--- src/rtl/scroll_if.sv ---
// Control/status bundle between the board switches/keys and the scroll sequencer.
// The master side drives the user controls; the slave side returns selector and status.
interface scroll_if;
    logic       DIR;
    logic       PAUSE;
    logic [1:0] SPEED;
    logic       STEP_N;
    logic [2:0] SELECTOR;
    logic       TICK;
    logic       RUNNING;

    modport master (output DIR, PAUSE, SPEED, STEP_N, input SELECTOR, TICK, RUNNING);
    modport slave  (input DIR, PAUSE, SPEED, STEP_N, output SELECTOR, TICK, RUNNING);
endinterface

--- src/rtl/scroll_sequencer.sv ---
// Rotation-selector sequencer for the 8-digit HEX scroller: free-running scroll with
// four speeds, pause, and a debounced single-step button.
module scroll_sequencer #(
    parameter int unsigned BOUND_BASE = 18000000,
    parameter int unsigned DEBOUNCE   = 500000,
    parameter int unsigned CNT_W      = 32
) (
    input  logic     CLOCK_50,
    input  logic     KEY0,
    scroll_if.slave  bus
);
    typedef enum logic [1:0] {ST_RUN, ST_PAUSED, ST_LOCK} state_t;

    localparam logic [CNT_W-1:0] BOUND    = CNT_W'(BOUND_BASE);
    localparam logic [CNT_W-1:0] DEB_LAST = CNT_W'(DEBOUNCE - 1);
    localparam logic [CNT_W-1:0] ONE      = CNT_W'(1);

    state_t           state_q, state_d;
    logic [CNT_W-1:0] cnt_q, cnt_d;
    logic [2:0]       sel_q, sel_d;
    logic             tick_q;
    logic             s1_q, s2_q, s3_q;
    logic             adv;
    logic             step_req;
    logic [CNT_W-1:0] period_m1;

    assign period_m1 = (BOUND >> bus.SPEED) - ONE;
    // Falling edge of the synchronised button, one flop behind the synchroniser output
    assign step_req  = s3_q & ~s2_q;

    always_comb begin
        state_d = state_q;
        cnt_d   = cnt_q;
        adv     = 1'b0;
        case (state_q)
            ST_RUN: begin
                if (bus.PAUSE) begin
                    state_d = ST_PAUSED;
                    cnt_d   = '0;
                end else if (cnt_q >= period_m1) begin
                    adv   = 1'b1;
                    cnt_d = '0;
                end else begin
                    cnt_d = cnt_q + ONE;
                end
            end
            ST_PAUSED: begin
                if (step_req) begin
                    adv     = 1'b1;
                    cnt_d   = '0;
                    state_d = ST_LOCK;
                end else if (!bus.PAUSE) begin
                    state_d = ST_RUN;
                    cnt_d   = '0;
                end
            end
            ST_LOCK: begin
                // Leave only once the lockout has expired and the button is seen released
                if ((cnt_q >= DEB_LAST) && s2_q) begin
                    state_d = bus.PAUSE ? ST_PAUSED : ST_RUN;
                    cnt_d   = '0;
                end else if (cnt_q < DEB_LAST) begin
                    cnt_d = cnt_q + ONE;
                end
            end
            default: begin
                state_d = ST_RUN;
                cnt_d   = '0;
            end
        endcase
    end

    always_comb begin
        sel_d = sel_q;
        if (adv) begin
            sel_d = bus.DIR ? (sel_q + 3'd1) : (sel_q - 3'd1);
        end
    end

    always_ff @(posedge CLOCK_50 or negedge KEY0) begin
        if (!KEY0) begin
            state_q <= ST_RUN;
            cnt_q   <= '0;
            sel_q   <= 3'd0;
            tick_q  <= 1'b0;
            s1_q    <= 1'b1;
            s2_q    <= 1'b1;
            s3_q    <= 1'b1;
        end else begin
            state_q <= state_d;
            cnt_q   <= cnt_d;
            sel_q   <= sel_d;
            tick_q  <= adv;
            s1_q    <= bus.STEP_N;
            s2_q    <= s1_q;
            s3_q    <= s2_q;
        end
    end

    assign bus.SELECTOR = sel_q;
    assign bus.TICK     = tick_q;
    assign bus.RUNNING  = (state_q == ST_RUN);
endmodule

--- src/flat_wrapper.sv ---
// flat-port wrapper written by rule: the top's interface ports become plain ports
module scroll_sequencer_flat 
#(
    parameter int unsigned BOUND_BASE = 18000000,
    parameter int unsigned DEBOUNCE   = 500000,
    parameter int unsigned CNT_W      = 32
)
  (CLOCK_50, KEY0, bus_DIR, bus_PAUSE, bus_SPEED, bus_STEP_N, bus_SELECTOR, bus_TICK, bus_RUNNING);
  scroll_if bus_i ();
  input  logic CLOCK_50;
  input  logic KEY0;
  input wire logic [$bits(bus_i.DIR)-1:0] bus_DIR;
  input wire logic [$bits(bus_i.PAUSE)-1:0] bus_PAUSE;
  input wire logic [$bits(bus_i.SPEED)-1:0] bus_SPEED;
  input wire logic [$bits(bus_i.STEP_N)-1:0] bus_STEP_N;
  output wire logic [$bits(bus_i.SELECTOR)-1:0] bus_SELECTOR;
  output wire logic [$bits(bus_i.TICK)-1:0] bus_TICK;
  output wire logic [$bits(bus_i.RUNNING)-1:0] bus_RUNNING;
  assign bus_i.DIR = bus_DIR;
  assign bus_i.PAUSE = bus_PAUSE;
  assign bus_i.SPEED = bus_SPEED;
  assign bus_i.STEP_N = bus_STEP_N;
  assign bus_SELECTOR = bus_i.SELECTOR;
  assign bus_TICK = bus_i.TICK;
  assign bus_RUNNING = bus_i.RUNNING;
  scroll_sequencer #(.BOUND_BASE(BOUND_BASE), .DEBOUNCE(DEBOUNCE), .CNT_W(CNT_W)) u_core (.CLOCK_50(CLOCK_50), .KEY0(KEY0), .bus(bus_i));
endmodule
--- config.mk ---
export PLATFORM = sky130hd
export DESIGN_NAME = scroll_sequencer_flat
export DESIGN_NICKNAME = d
export VERILOG_FILES = /design/src/rtl/scroll_if.sv /design/src/rtl/scroll_sequencer.sv /design/src/flat_wrapper.sv
export SDC_FILE = /design/constraint.sdc
export NUM_CORES = 1
export LEC_CHECK = 0
export ABC_AREA = 1
export CAP_MARGIN = 40
export CORE_MARGIN = 8
export CORE_UTILIZATION = 45
export CTS_BUF_LIST = sky130_fd_sc_hd__clkbuf_4 sky130_fd_sc_hd__clkbuf_8
export DETAILED_ROUTE_END_ITERATION = 7
export PLACE_DENSITY = 0.72
export SETUP_SLACK_MARGIN = 0.2
export SYNTH_ARGS = -nofsm -noshare
export SYNTH_HDL_FRONTEND = slang
export SYNTH_SLANG_ARGS = --single-unit
--- constraint.sdc ---
create_clock -name CLOCK_50 -period 5.4 [get_ports CLOCK_50]
set_clock_uncertainty 0.2 [all_clocks]
set_input_delay 0.81 -clock CLOCK_50 [delete_from_list [all_inputs] [get_ports CLOCK_50]]
set_output_delay 0.81 -clock CLOCK_50 [all_outputs]
set_load 0.02 [all_outputs]
; ---- Word-level counts from Yosys, hierarchy flattened
; Cells that the tools add are included.
[op_classes]
add_sub_neg = 4
order_cmp = 3
eq_ne = 6
n_shift = 1
n_mux = 18
bitwise_logic = 2
reduce_logical = 4
[ops]
columns = cell, n
row1 = 32-bit two-way mux, 6
row2 = 32-bit one-hot mux with 3 select lines, 1
row3 = 32-bit by 1-bit adder with 32-bit output (second input constant), 1
row4 = 32-bit by 19-bit >= comparator with 1-bit output (second input constant), 1
row5 = 32-bit >= comparator, 1
row6 = 32-bit by 19-bit less-than comparator with 1-bit output (second input constant), 1
row7 = 25-bit by 2-bit right shift with 32-bit output (first input constant), 1
row8 = 32-bit by 1-bit subtractor with 32-bit output (second input constant), 1
row9 = 2-bit two-way mux, 4
row10 = 2-bit one-hot mux with 3 select lines, 1
row11 = 1-bit two-way mux, 4
row12 = 3-bit by 1-bit adder with 3-bit output (second input constant), 1
row13 = 3-bit two-way mux, 1
row14 = 3-bit by 1-bit != test with 1-bit output (second input constant), 1
row15 = 3-bit by 2-bit != test with 1-bit output (second input constant), 1
row16 = 3-bit AND reduction, 1
row17 = 3-bit by 1-bit subtractor with 3-bit output (second input constant), 1
row18 = 2-bit by 1-bit equality test with 1-bit output (second input constant), 1
row19 = 2-bit equality test (second input constant), 1
row20 = 2-bit zero test, 1
row21 = 2-bit by 1-bit != test with 1-bit output (second input constant), 1
row22 = 2-bit != test (second input constant), 1
row23 = 1-bit one-hot mux with 2 select lines, 1
row24 = 2-bit AND reduction, 1
row25 = 3 further kinds, 3
[word_totals]
register_bits = 41
input_bits = 7
output_inout_bits = 5
elab_cells = 45

; ---- Longest topological paths before layout
[depth]
word_depth = 6
depth_mapped = 18
mapped_depth_nobuf = 18

; ---- Least setup slack after synthesis
; Ideal clock, no wire load.
[synth_timing]
kind = input-to-reg
start = in bus_SPEED[0]
end = reg u_core.cnt_q[13]
setup_time_ns = 0.116
arrival_time_ns = 2.638
t_required_ns = 5.084
setup_slack_ns = 2.447
path_stages = 15
n_path_buf = 1
path_cell_list = inv_1 -> ha_1 -> inv_1 -> ha_1 -> nand3b_1 -> ha_1 -> nand3_1 -> nor2_1 -> nor2b_1 -> nand2_1 -> nand3_2 -> nand2_8 -> buf_12 -> nand3_2 -> nand2_2
[synth_via]
elab_chain_len = 6
[synth_rtl]
columns = element, line
row1 = "start, declared", flat_wrapper.sv:14  ; input wire logic [$bits(bus_i.SPEED)-1:0] bus_SPEED;
row2 = 25-bit by 2-bit right shift with 32-bit output, scroll_sequencer.sv:27  ; assign period_m1 = (BOUND >> bus.SPEED) - ONE;
row3 = 32-bit by 1-bit subtractor with 32-bit output, scroll_sequencer.sv:27
row4 = 32-bit >= comparator, scroll_sequencer.sv:40  ; end else if (cnt_q >= period_m1) begin
row5 = 32-bit two-way mux, scroll_sequencer.sv:40
row6 = 32-bit two-way mux, scroll_sequencer.sv:37  ; if (bus.PAUSE) begin
row7 = 32-bit one-hot mux with 3 select lines, scroll_sequencer.sv:35  ; case (state_q)
row8 = "end signal, assigned", scroll_sequencer.sv:91  ; cnt_q <= cnt_d;
row9 = "end, declared", scroll_sequencer.sv:19  ; logic [CNT_W-1:0] cnt_q, cnt_d;
; No other way between the ends.
; A chain may end at the register's enable or synchronous reset.

; ---- Worst setup path in the final report
[layout_timing]
start = in bus_SPEED[0]
end = reg u_core.cnt_q[14]
; Same word-level chain as after synthesis.

==> flow_summary.toml <==
[global_routing]
antenna_found_initial = 0
grt_overflow_total = 0
grt_pass1_wl_um = 15530
grt_use_total_pct = 16.92
grt_pass1_vias = 3289
grt_max_degree = 33

[pwr]
switchingPower_uw = 274.6
seq_power_share_pct = 46.0
comb_power_share_pct = 24.7
power_density_nw_per_um2 = 203.6
power.static_leakage_nw = 1.782
finalPower_uw = 776.2
p_int_uw = 501.7
ir_drop_v = 0.0001107
sw_frac_of_total_pct = 35.37
p_clk_share_pct = 29.3

[clocking]
ctsResizeCount = 0
clk_pin_slew_ns = 0.09
cts.sinks = 41
cts_buffers = 5
cts-root-buf = "clkbuf_8"
htree_levels = 2
insertion_delay_ns = 0.30
cts-hold-fix-buffers = 0
clk_path_buf_depth = 2
cts_tree = "built"
cts_setup_buffers = 0

[setup_path]
crit_arrival_ns = 3.60
reg2reg_to = "u_core.cnt_q[6]$_DFFE_PN0P_"
slowest_stage = "clkdlybuf4s50_1"
r2r-start = "u_core.cnt_q[0]$_DFFE_PN0P_"
max_stage_delay_ns = 0.55
critPathLaunchType = "input pin"
path_class = "input pin to flip-flop"
reg2reg_slack_ns = 2.79
crit_family = "simple AND/OR/NAND/NOR gates"
end_kind = "flip-flop"
critPathMostFrequentCell = "ha_1"
cp.required_ns = 5.44
cp_max_fo = 27
worstPathCellList = "clkdlybuf4s50_1, inv_1, ha_1, inv_1, ha_1, nand3b_1, ha_1, nand3_1, nor2_1, a21oi_1, nand3_2, nand2_8, nand3_2, nand2_2"
worst-r2r-cell-count = 12
path_buf_inv = 3

[place]
globalplace.congestion = 0.9560
hpwl_um = 6851
io_buffers = 11

[sta]
slew_headroom_pct = 38.88
tightest_slew_ns = 0.9168
setup_viol = 0
rsz0062_at_grt = "false"
finalSetupTns_ns = 0
finalHoldViolCount = 0
drv_slew = 0
fin_crit_sh_pct = 65.94
finalCriticalPeriod_ns = 3.561
max_freq_ghz = 0.2808

[floorplanning]
ioPinCount = 12
fp-row-count = 32
die_height_um = 105.1
die_area_um2 = 11040
die_w_um = 105.1
core_area_um2 = 7727
start_util_pct = 46.21

[final_layout]
num_antenna_cells = 0
layout.nets = 551
post-route-util_pct = 49.34
drive_above_1_share_pct = 15.07
area.growth.synth_to_final_pct = 6.763

[logic_synthesis]
yosys_warnings = 0
synthCells = 502
synth_cell_types = 34
synth-seq-area-share_pct = 28.84
synth_area_um2 = 3571
synth-seq-cells = 41
syn_avg_cell_area_um2 = 7.113
synth_nets = 543

[worst_hold_path]
whs_endpoint = "u_core.s2_q$_DFF_PN1_"
worst_hold_path.num_cells = 0
hold_path_class = "flip-flop to flip-flop"
min_from = "u_core.s1_q$_DFF_PN1_"

[detailed_routing]
antenna_left = 0
drt-vias-per-instance = 5.282
wl_per_cell_um = 14.64
vias = 3238
wirelength_um = 8975
drc = 0
dr.first_iter.drc_count = 250
dr.pass1.iters = 5

[run]
drv_cap = 0

[run_status]
status = "completed"
[registers in the layout, summed over array words and instances (netlist names)]
| register | cells |
|---|---|
| u_core.s1_q | 1 |
| u_core.bus.SELECTOR | 3 |
| u_core.s2_q | 1 |
| u_core.cnt_q | 32 |
| u_core.bus.TICK | 1 |
| u_core.state_q | 2 |
| u_core.s3_q | 1 |
[worst reg2reg max path, cell delays in order (launching register included)]
cell	delay, ns
dfrtp_1	0.49
ha_1	0.25
nand4_1	0.23
nand2_1	0.14
nand2_1	0.06
nand2_1	0.08
nand2_1	0.09
nand2_2	0.10
nand3_2	0.09
nand2_4	0.30
inv_4	0.29
nand3_1	0.14
nand2_1	0.05
[layout by cell type (no fill, tap or decap), types with 2 or more instances in the layout]
cell type        Yosys  final
a21o_1               2      2
a21oi_1             20     20
clkbuf_8             0      6
clkdlybuf4s50_1      0     10
dfrtp_1             38     38
dfstp_2              3      3
ha_1                33     33
inv_1               58     58
inv_2                3      3
nand2_1            147    147
nand2_2             23     23
nand3_1             18     18
nand3_2             27     27
nand4_1              8      8
nor2_1              57     57
nor2_2               7      7
nor3_1              18     18
o21ai_0             10     10
xnor2_1              2      2
xor2_1               6      6
[cell usage after synthesis (all sizes together)]
master | instances | area share, %
nand2 | 172 | 20
nor2 | 64 | 7.2
inv | 62 | 6.6
nand3 | 45 | 10
dfrtp | 38 | 27
ha | 33 | 12
a21oi | 20 | 2.8
nor3 | 18 | 2.5
o21ai | 10 | 1.4
buf | 9 | 2.8
nand4 | 8 | 1.4
xor2 | 6 | 1.5
dfstp | 3 | 2.2
a21o | 2 | 0.42
clkbuf | 2 | 0.21
xnor2 | 2 | 0.49
and2 | 1 | 0.18
clkinv | 1 | 0.11
fa | 1 | 0.56
nand3b | 1 | 0.21
nor2b | 1 | 0.18
nor3b | 1 | 0.21
nor4 | 1 | 0.18
or2 | 1 | 0.18
[cell families (layout without fill, tap and decap cells)]
| group | after synthesis | after routing | synth area share (%) |
|---|---|---|---|
| buffers and inverters | 74 | 83 | 9.741 |
| XOR/XNOR | 8 | 8 | 1.962 |
| flip-flops | 41 | 41 | 28.84 |
| adder cells (fa/ha/maj) | 34 | 34 | 12.12 |
| AND/OR/NAND/NOR | 313 | 313 | 42.71 |
| AO/OA/AOI/OAI | 32 | 32 | 4.625 |
[metal layers]
metal	vias to the layer above	GRT usage, %	wire (um)
li1	1603	-	-
met4	0	4.791	112
met3	14	2.641	505
met2	92	28.91	4265
met1	1529	21.48	4091
met5	-	0	0
[worst max path at each step]
| stage | endpoint | startpoint | slack, ns | cells after the start |
|---|---|---|---|---|
| 2_1_floorplan | u_core.cnt_q[13]$_DFFE_PN0P_ | bus_SPEED[0] | 2.45 | 15 |
| 3_3_place_gp | u_core.cnt_q[5]$_DFFE_PN0P_ | bus_SPEED[0] | 1.60 | 14 |
| 3_5_place_dp | u_core.cnt_q[14]$_DFFE_PN0P_ | bus_SPEED[0] | 1.52 | 14 |
| 4_1_cts | u_core.cnt_q[18]$_DFFE_PN0P_ | bus_SPEED[0] | 1.82 | 14 |
| 5_1_grt | u_core.cnt_q[6]$_DFFE_PN0P_ | bus_SPEED[0] | 1.58 | 15 |
| 6_report | u_core.cnt_q[14]$_DFFE_PN0P_ | bus_SPEED[0] | 1.84 | 14 |
[area by class of cell]
class / count / area [um2]
clock buffer: 7 / 90.09
inverter: 63 / 239.0
sequential: 41 / 1030
tap: 102 / 127.6
multi-input combinational: 387 / 2193
clock inverter: 1 / 7.507
timing repair buffer: 12 / 125.1
fill: 775 / 3915
[power by group through the flow]
stage               Sequential (mW)  Clock, mW  Combinational, mW
floorplan                     0.365          0              0.136
global placement              0.362          0              0.186
detailed placement            0.363          0              0.194
CTS                           0.357      0.231              0.194
global route                  0.361      0.243              0.210
finish                        0.357      0.228              0.191
[stage by stage]
| step | hold WS [ns] | setup WS, ns | area, um2 | std cells |
|---|---|---|---|---|
| finish | 0.1697 | 1.839 | 3812 | 613 |
| global route | 0.1756 | 1.576 | 3812 | 613 |
| CTS | 0.1747 | 1.817 | 3812 | 613 |
| detailed placement | 0.1475 | 1.517 | 3715 | 605 |
| global placement | 0.1486 | 1.600 | 3695 | 604 |
| floorplan | 0.1452 | 2.447 | 3571 | 502 |
Power figures use the tool's default switching activity.
